File: config.mk
export PLATFORM = sky130hd
export DESIGN_NAME = uart_rx_edge_sampler_flat
export DESIGN_NICKNAME = d
export VERILOG_FILES = /design/src/rtl/uart_rx_edge_sampler_if.sv /design/src/rtl/uart_rx_edge_sampler.sv /design/src/flat_wrapper.sv
export SDC_FILE = /design/constraint.sdc
export NUM_CORES = 1
export LEC_CHECK = 0
export ABC_AREA = 1
export CAP_MARGIN = 30
export CORE_UTILIZATION = 50
export DETAILED_ROUTE_END_ITERATION = 12
export GPL_TIMING_DRIVEN = 1
export PLACE_DENSITY_LB_ADDON = 0.3
export RECOVER_POWER = 100
export SYNTH_ARGS = -nofsm -noshare
export SYNTH_HDL_FRONTEND = slang
export SYNTH_SLANG_ARGS = --single-unit
File: constraint.sdc
create_clock -name clk -period 2.2 [get_ports clk]
set_input_delay 0.66 -clock clk [delete_from_list [all_inputs] [get_ports clk]]
set_output_delay 0.66 -clock clk [all_outputs]
set_load 0.01 [all_outputs]
File: src/rtl/uart_rx_edge_sampler_if.sv
// Signal bundle between the receive controller FSM (master) and the
// edge/bit timing front end (slave).
interface uart_rx_edge_sampler_if #(
  parameter int PRESCALE_W = 6
);
  logic                  RX_IN;
  logic [PRESCALE_W-1:0] prescale;
  logic                  counter_en;
  logic                  data_samp_en;
  logic [PRESCALE_W-1:0] edge_cnt;
  logic [3:0]            bit_cnt;
  logic                  sampled_bit;
  logic                  sample_valid;

  modport master (
    output RX_IN, prescale, counter_en, data_samp_en,
    input  edge_cnt, bit_cnt, sampled_bit, sample_valid
  );

  modport slave (
    input  RX_IN, prescale, counter_en, data_samp_en,
    output edge_cnt, bit_cnt, sampled_bit, sample_valid
  );
endinterface

File: src/rtl/uart_rx_edge_sampler.sv
// UART receive timing front end: synchronises RX_IN, counts oversampling
// edges and bit periods, and majority-votes three mid-bit samples per bit.
module uart_rx_edge_sampler #(
  parameter int SYNC_STAGES = 2,
  parameter int PRESCALE_W  = 6
) (
  input  logic                   clk,
  input  logic                   RST,
  uart_rx_edge_sampler_if.slave  bus
);

  logic                  w_rx_s;
  logic [PRESCALE_W-1:0] w_p_even;
  logic [PRESCALE_W-1:0] w_p;
  logic [PRESCALE_W-1:0] w_h;
  logic [PRESCALE_W-1:0] w_last;
  logic                  w_samp_en;

  logic [PRESCALE_W-1:0] r_edge_cnt;
  logic [3:0]            r_bit_cnt;
  logic                  r_s0;
  logic                  r_s1;
  logic                  r_sampled_bit;
  logic                  r_sample_valid;

  generate
    if (SYNC_STAGES == 0) begin : g_no_sync
      assign w_rx_s = bus.RX_IN;
    end else begin : g_sync
      logic [SYNC_STAGES-1:0] r_sync;

      // Flops reset to the idle-high line level so no false start is seen.
      always_ff @(posedge clk or posedge RST) begin
        if (RST) begin
          r_sync <= '1;
        end else begin
          r_sync[0] <= bus.RX_IN;
          for (int i = 1; i < SYNC_STAGES; i++) begin
            r_sync[i] <= r_sync[i-1];
          end
        end
      end

      assign w_rx_s = r_sync[SYNC_STAGES-1];
    end
  endgenerate

  // Odd prescale rounds down to even; anything under 6 is clamped to 6.
  assign w_p_even  = bus.prescale & ~PRESCALE_W'(1);
  assign w_p       = (w_p_even < PRESCALE_W'(6)) ? PRESCALE_W'(6) : w_p_even;
  assign w_h       = w_p >> 1;
  assign w_last    = w_p - PRESCALE_W'(1);
  assign w_samp_en = bus.counter_en & bus.data_samp_en;

  // NOTE: all state uses non-blocking assignments so every flop samples the
  // pre-edge values of its neighbours, independent of statement order.
  always_ff @(posedge clk or posedge RST) begin
    if (RST) begin
      r_edge_cnt <= '0;
      r_bit_cnt  <= '0;
    end else if (!bus.counter_en) begin
      r_edge_cnt <= '0;
      r_bit_cnt  <= '0;
    end else if (r_edge_cnt >= w_last) begin
      // >= so a prescale shrunk mid-bit wraps on the very next clock.
      r_edge_cnt <= '0;
      if (r_bit_cnt != 4'd15) begin
        r_bit_cnt <= r_bit_cnt + 4'd1;
      end
    end else begin
      r_edge_cnt <= r_edge_cnt + PRESCALE_W'(1);
    end
  end

  always_ff @(posedge clk or posedge RST) begin
    if (RST) begin
      r_s0           <= 1'b1;
      r_s1           <= 1'b1;
      r_sampled_bit  <= 1'b1;
      r_sample_valid <= 1'b0;
    end else begin
      r_sample_valid <= 1'b0;
      if (w_samp_en) begin
        if (r_edge_cnt == w_h - PRESCALE_W'(1)) begin
          r_s0 <= w_rx_s;
        end
        if (r_edge_cnt == w_h) begin
          r_s1 <= w_rx_s;
        end
        if (r_edge_cnt == w_h + PRESCALE_W'(1)) begin
          r_sampled_bit  <= (r_s0 & r_s1) | (r_s0 & w_rx_s) | (r_s1 & w_rx_s);
          r_sample_valid <= 1'b1;
        end
      end
    end
  end

  assign bus.edge_cnt     = r_edge_cnt;
  assign bus.bit_cnt      = r_bit_cnt;
  assign bus.sampled_bit  = r_sampled_bit;
  assign bus.sample_valid = r_sample_valid;

endmodule
File: src/flat_wrapper.sv
// flat-port wrapper written by rule: the top's interface ports become plain ports
module uart_rx_edge_sampler_flat 
#(
  parameter int SYNC_STAGES = 2,
  parameter int PRESCALE_W  = 6
)
  (clk, RST, bus_RX_IN, bus_prescale, bus_counter_en, bus_data_samp_en, bus_edge_cnt, bus_bit_cnt, bus_sampled_bit, bus_sample_valid);
  uart_rx_edge_sampler_if #(.PRESCALE_W(PRESCALE_W)) bus_i ();
  input  logic clk;
  input  logic RST;
  input wire logic [$bits(bus_i.RX_IN)-1:0] bus_RX_IN;
  input wire logic [$bits(bus_i.prescale)-1:0] bus_prescale;
  input wire logic [$bits(bus_i.counter_en)-1:0] bus_counter_en;
  input wire logic [$bits(bus_i.data_samp_en)-1:0] bus_data_samp_en;
  output wire logic [$bits(bus_i.edge_cnt)-1:0] bus_edge_cnt;
  output wire logic [$bits(bus_i.bit_cnt)-1:0] bus_bit_cnt;
  output wire logic [$bits(bus_i.sampled_bit)-1:0] bus_sampled_bit;
  output wire logic [$bits(bus_i.sample_valid)-1:0] bus_sample_valid;
  assign bus_i.RX_IN = bus_RX_IN;
  assign bus_i.prescale = bus_prescale;
  assign bus_i.counter_en = bus_counter_en;
  assign bus_i.data_samp_en = bus_data_samp_en;
  assign bus_edge_cnt = bus_i.edge_cnt;
  assign bus_bit_cnt = bus_i.bit_cnt;
  assign bus_sampled_bit = bus_i.sampled_bit;
  assign bus_sample_valid = bus_i.sample_valid;
  uart_rx_edge_sampler #(.SYNC_STAGES(SYNC_STAGES), .PRESCALE_W(PRESCALE_W)) u_core (.clk(clk), .RST(RST), .bus(bus_i));
endmodule
==> out/results.txt <==
crit path capture type: register
die height: 52.5 µm
fmax: 446 MHz
via count: 1431
initial core utilization: 55.0%
Max Cap Viol: 0
post-route ant nets: 0
VDD IR max: 0.563 mV
RSZ-0062 raised after global routing: yes
warnings from Yosys: 0
first-pass GRT wire length: 5980 µm
Nets: 267
critical path's slowest cell: ha_4
Worst Path Buf+Inv: 3
crit path cell chain: buf_6 -> nor2_4 -> nand2_4 -> nand2_4 -> inv_2 -> ha_4 -> nand2_4 -> nor2_4 -> nand2_2 -> nand2_2 -> ha_4 -> nand2_2 -> inv_2 -> nand4_1 -> nand4_4 -> nand2_4 -> nand2_2 -> nand2_1
Syn Inst Count: 191
Worst-Margin Slew: 0.593 ns
synthesized cell area: 1280 µm²
failing checks: negative setup slack
routability cong.: 0.883
layout cell share with drive strength beyond 1: 33.3%
Clock Sink Count: 16
total CTS buffers: 3
clock root buffer: clkbuf_4
final cell count without fillers: 274
# IOs: 23
P&R area growth vs syn: 49.8%
endpoints failing hold: 0
Port Buf Inserts: 21
GRT Residual Overflow: 0
H-tree depth: 1
Inst Count DP: 259
Die Footprint: 2760 µm²
top cells by area, synth: dfrtp_1, nand2_1, dfstp_2, ha_1, inv_1
status: finished, violations left
FF+latch count, synth: 16
Worst Slack Setup Final: -0.0423 ns
Worst slew margin: 60.4%
DRC: 0
Hold WC Path Type: reg -> reg
CP delay by family, top: simple AND/OR/NAND/NOR gates
syn_nets: 211
Final Max Tran Viols: 0
Setup-failing EPs final: 8
Iter 0 DRT Violations: 41
fillcell total: 158
Rows: 17
CTS clock-pin slew for the worst setup and hold paths: 0.10 ns
area fraction of the dominant cell type after synthesis: 21.6%
CORE AREA: 2320 µm²
Post-CTS Hold Fix Bufs: 0
initial antenna violation count: 0
hold_ws: 0.363 ns
fin crit period: 2.24 ns
Clock Latency Late Sink: 0.29 ns
WP data required: 2.39 ns
Setup Skew: 0.00240 ns
crit path max fanout: 6
drt total wl: 3620 µm
hpwl dp: 2640 µm
fin util: 82.5%
largest net degree at the start of global routing: 17
Lkg Pwr: 1.03 nW
routed vias/inst: 5.22
dominant cell type by area after synthesis: dfrtp_1
WP data arrival: 2.43 ns
deepest clock path buffer count: 2
Die X: 52.5 µm
WL/cell: 13.2 µm
vias in the first global route: 1470
unique cell type count in the Yosys netlist: 22
DR pass1 iterations: 4
syn_area_per_cell: 6.68 µm²
power per cell area: 433 nW/µm²
CTS tree: built
commonest non-fill, non-tap cell in the layout: nand2_1
gr usage total: 30.0%
fin crit share: 102%
most frequent cells in the layout: nand2_1, buf_4, inv_1
sequential area share after synthesis: 31.9%
CP Class: in -> reg
n_diodes: 0
Tot Pwr: 0.829 mW
Startpoint Class: input pin
worst stage delay on the critical path: 0.28 ns
cell type report:
cell class                 instances  area, µm²  area share (%)
multi-input combinational        144        881            46.1
timing repair buffer              52        440            23.0
sequential                        16        407            21.3
inverter                          30        113            5.89
clock buffer                       4       36.3            1.90
tap                               28       35.0            1.83
final timing paths:
| check | start | to | slack [ns] | cells past startpoint |
|---|---|---|---|---|
| worst min-delay path | u_core.g_sync.r_sync[0]$_DFF_PP1_ | u_core.g_sync.r_sync[1]$_DFF_PP1_ | 0.36 | 0 |
| worst min register to register | u_core.g_sync.r_sync[0]$_DFF_PP1_ | u_core.g_sync.r_sync[1]$_DFF_PP1_ | 0.36 | 0 |
| max in group asynchronous | RST | u_core.bus.sample_valid$_DFF_PP0_ | 0.95 | 2 |
| worst max register to register | u_core.bus.edge_cnt[1]$_DFF_PP0_ | u_core.bus.edge_cnt[1]$_DFF_PP0_ | 0.62 | 6 |
| min in group asynchronous | RST | u_core.bus.edge_cnt[1]$_DFF_PP0_ | 0.86 | 2 |
| worst max-delay path | bus_prescale[4] | u_core.bus.bit_cnt[3]$_DFFE_PP0P_ | -0.04 | 18 |
flip-flops by register name (all words and copies together), names as in the netlist:
signal and flops:
u_core.bus.edge_cnt 6, u_core.bus.sampled_bit 1, u_core.r_s1 1, u_core.bus.sample_valid 1, u_core.r_s0 1, u_core.bus.bit_cnt 4
u_core.g_sync.r_sync 2
cell usage after synthesis:
master,count
o21ai_0,2
a21oi_1,5
buf_2,1
xor2_1,5
nand4_1,6
maj3_1,1
nand2_4,1
dfrtp_1,11
nand4_2,1
nor2_4,1
dfstp_2,5
nand2_1,62
ha_1,9
a21o_1,1
nand3_1,19
inv_2,1
nor2_1,23
o21bai_1,2
xnor2_1,1
inv_1,29
nor3b_1,1
nand2_2,4
routing by layer:
layer	part of all wire [%]	routed length (µm)	vias up	GRT usage, %
li1	-	-	713	-
met1	40	1460	652	33.0
met2	52	1880	56	55.7
met3	5.0	182	10	3.77
met4	2.6	96	0	14.5
met5	0	0	-	0
per-stage QoR:
step / setup WS [ns] / TNS (ns) / cell area [µm²]
2_1_floorplan: -0.226 / -1.63 / 1350
3_3_place_gp: -0.642 / -7.10 / 1730
3_5_place_dp: -0.732 / -8.05 / 1730
4_1_cts: 0.00532 / 0 / 1890
5_1_grt: -0.158 / -1.17 / 1910
6_report: -0.0423 / -0.240 / 1910
power breakdown:
group / switching (mW) / internal (mW)
sequential: 0.0224 / 0.328
clock: 0.0960 / 0.101
combinational: 0.149 / 0.133
total: 0.267 / 0.561
what timing repair did:
action,4_1_cts,5_1_grt
setup endpoints to repair,13,11
buffers inserted,11,0
pin swaps,18,16
resized for setup,36,11
logic make-up after synthesis:
logic type	count (synthesis)	share of synthesized area [%]
XOR/XNOR	6	4.12
adder cells (fa/ha/maj)	10	9.61
buffers and inverters	31	9.21
AO/OA/AOI/OAI	10	4.51
AND/OR/NAND/NOR	118	40.7
flip-flops	16	31.9
(Power assumes the default switching activity.)
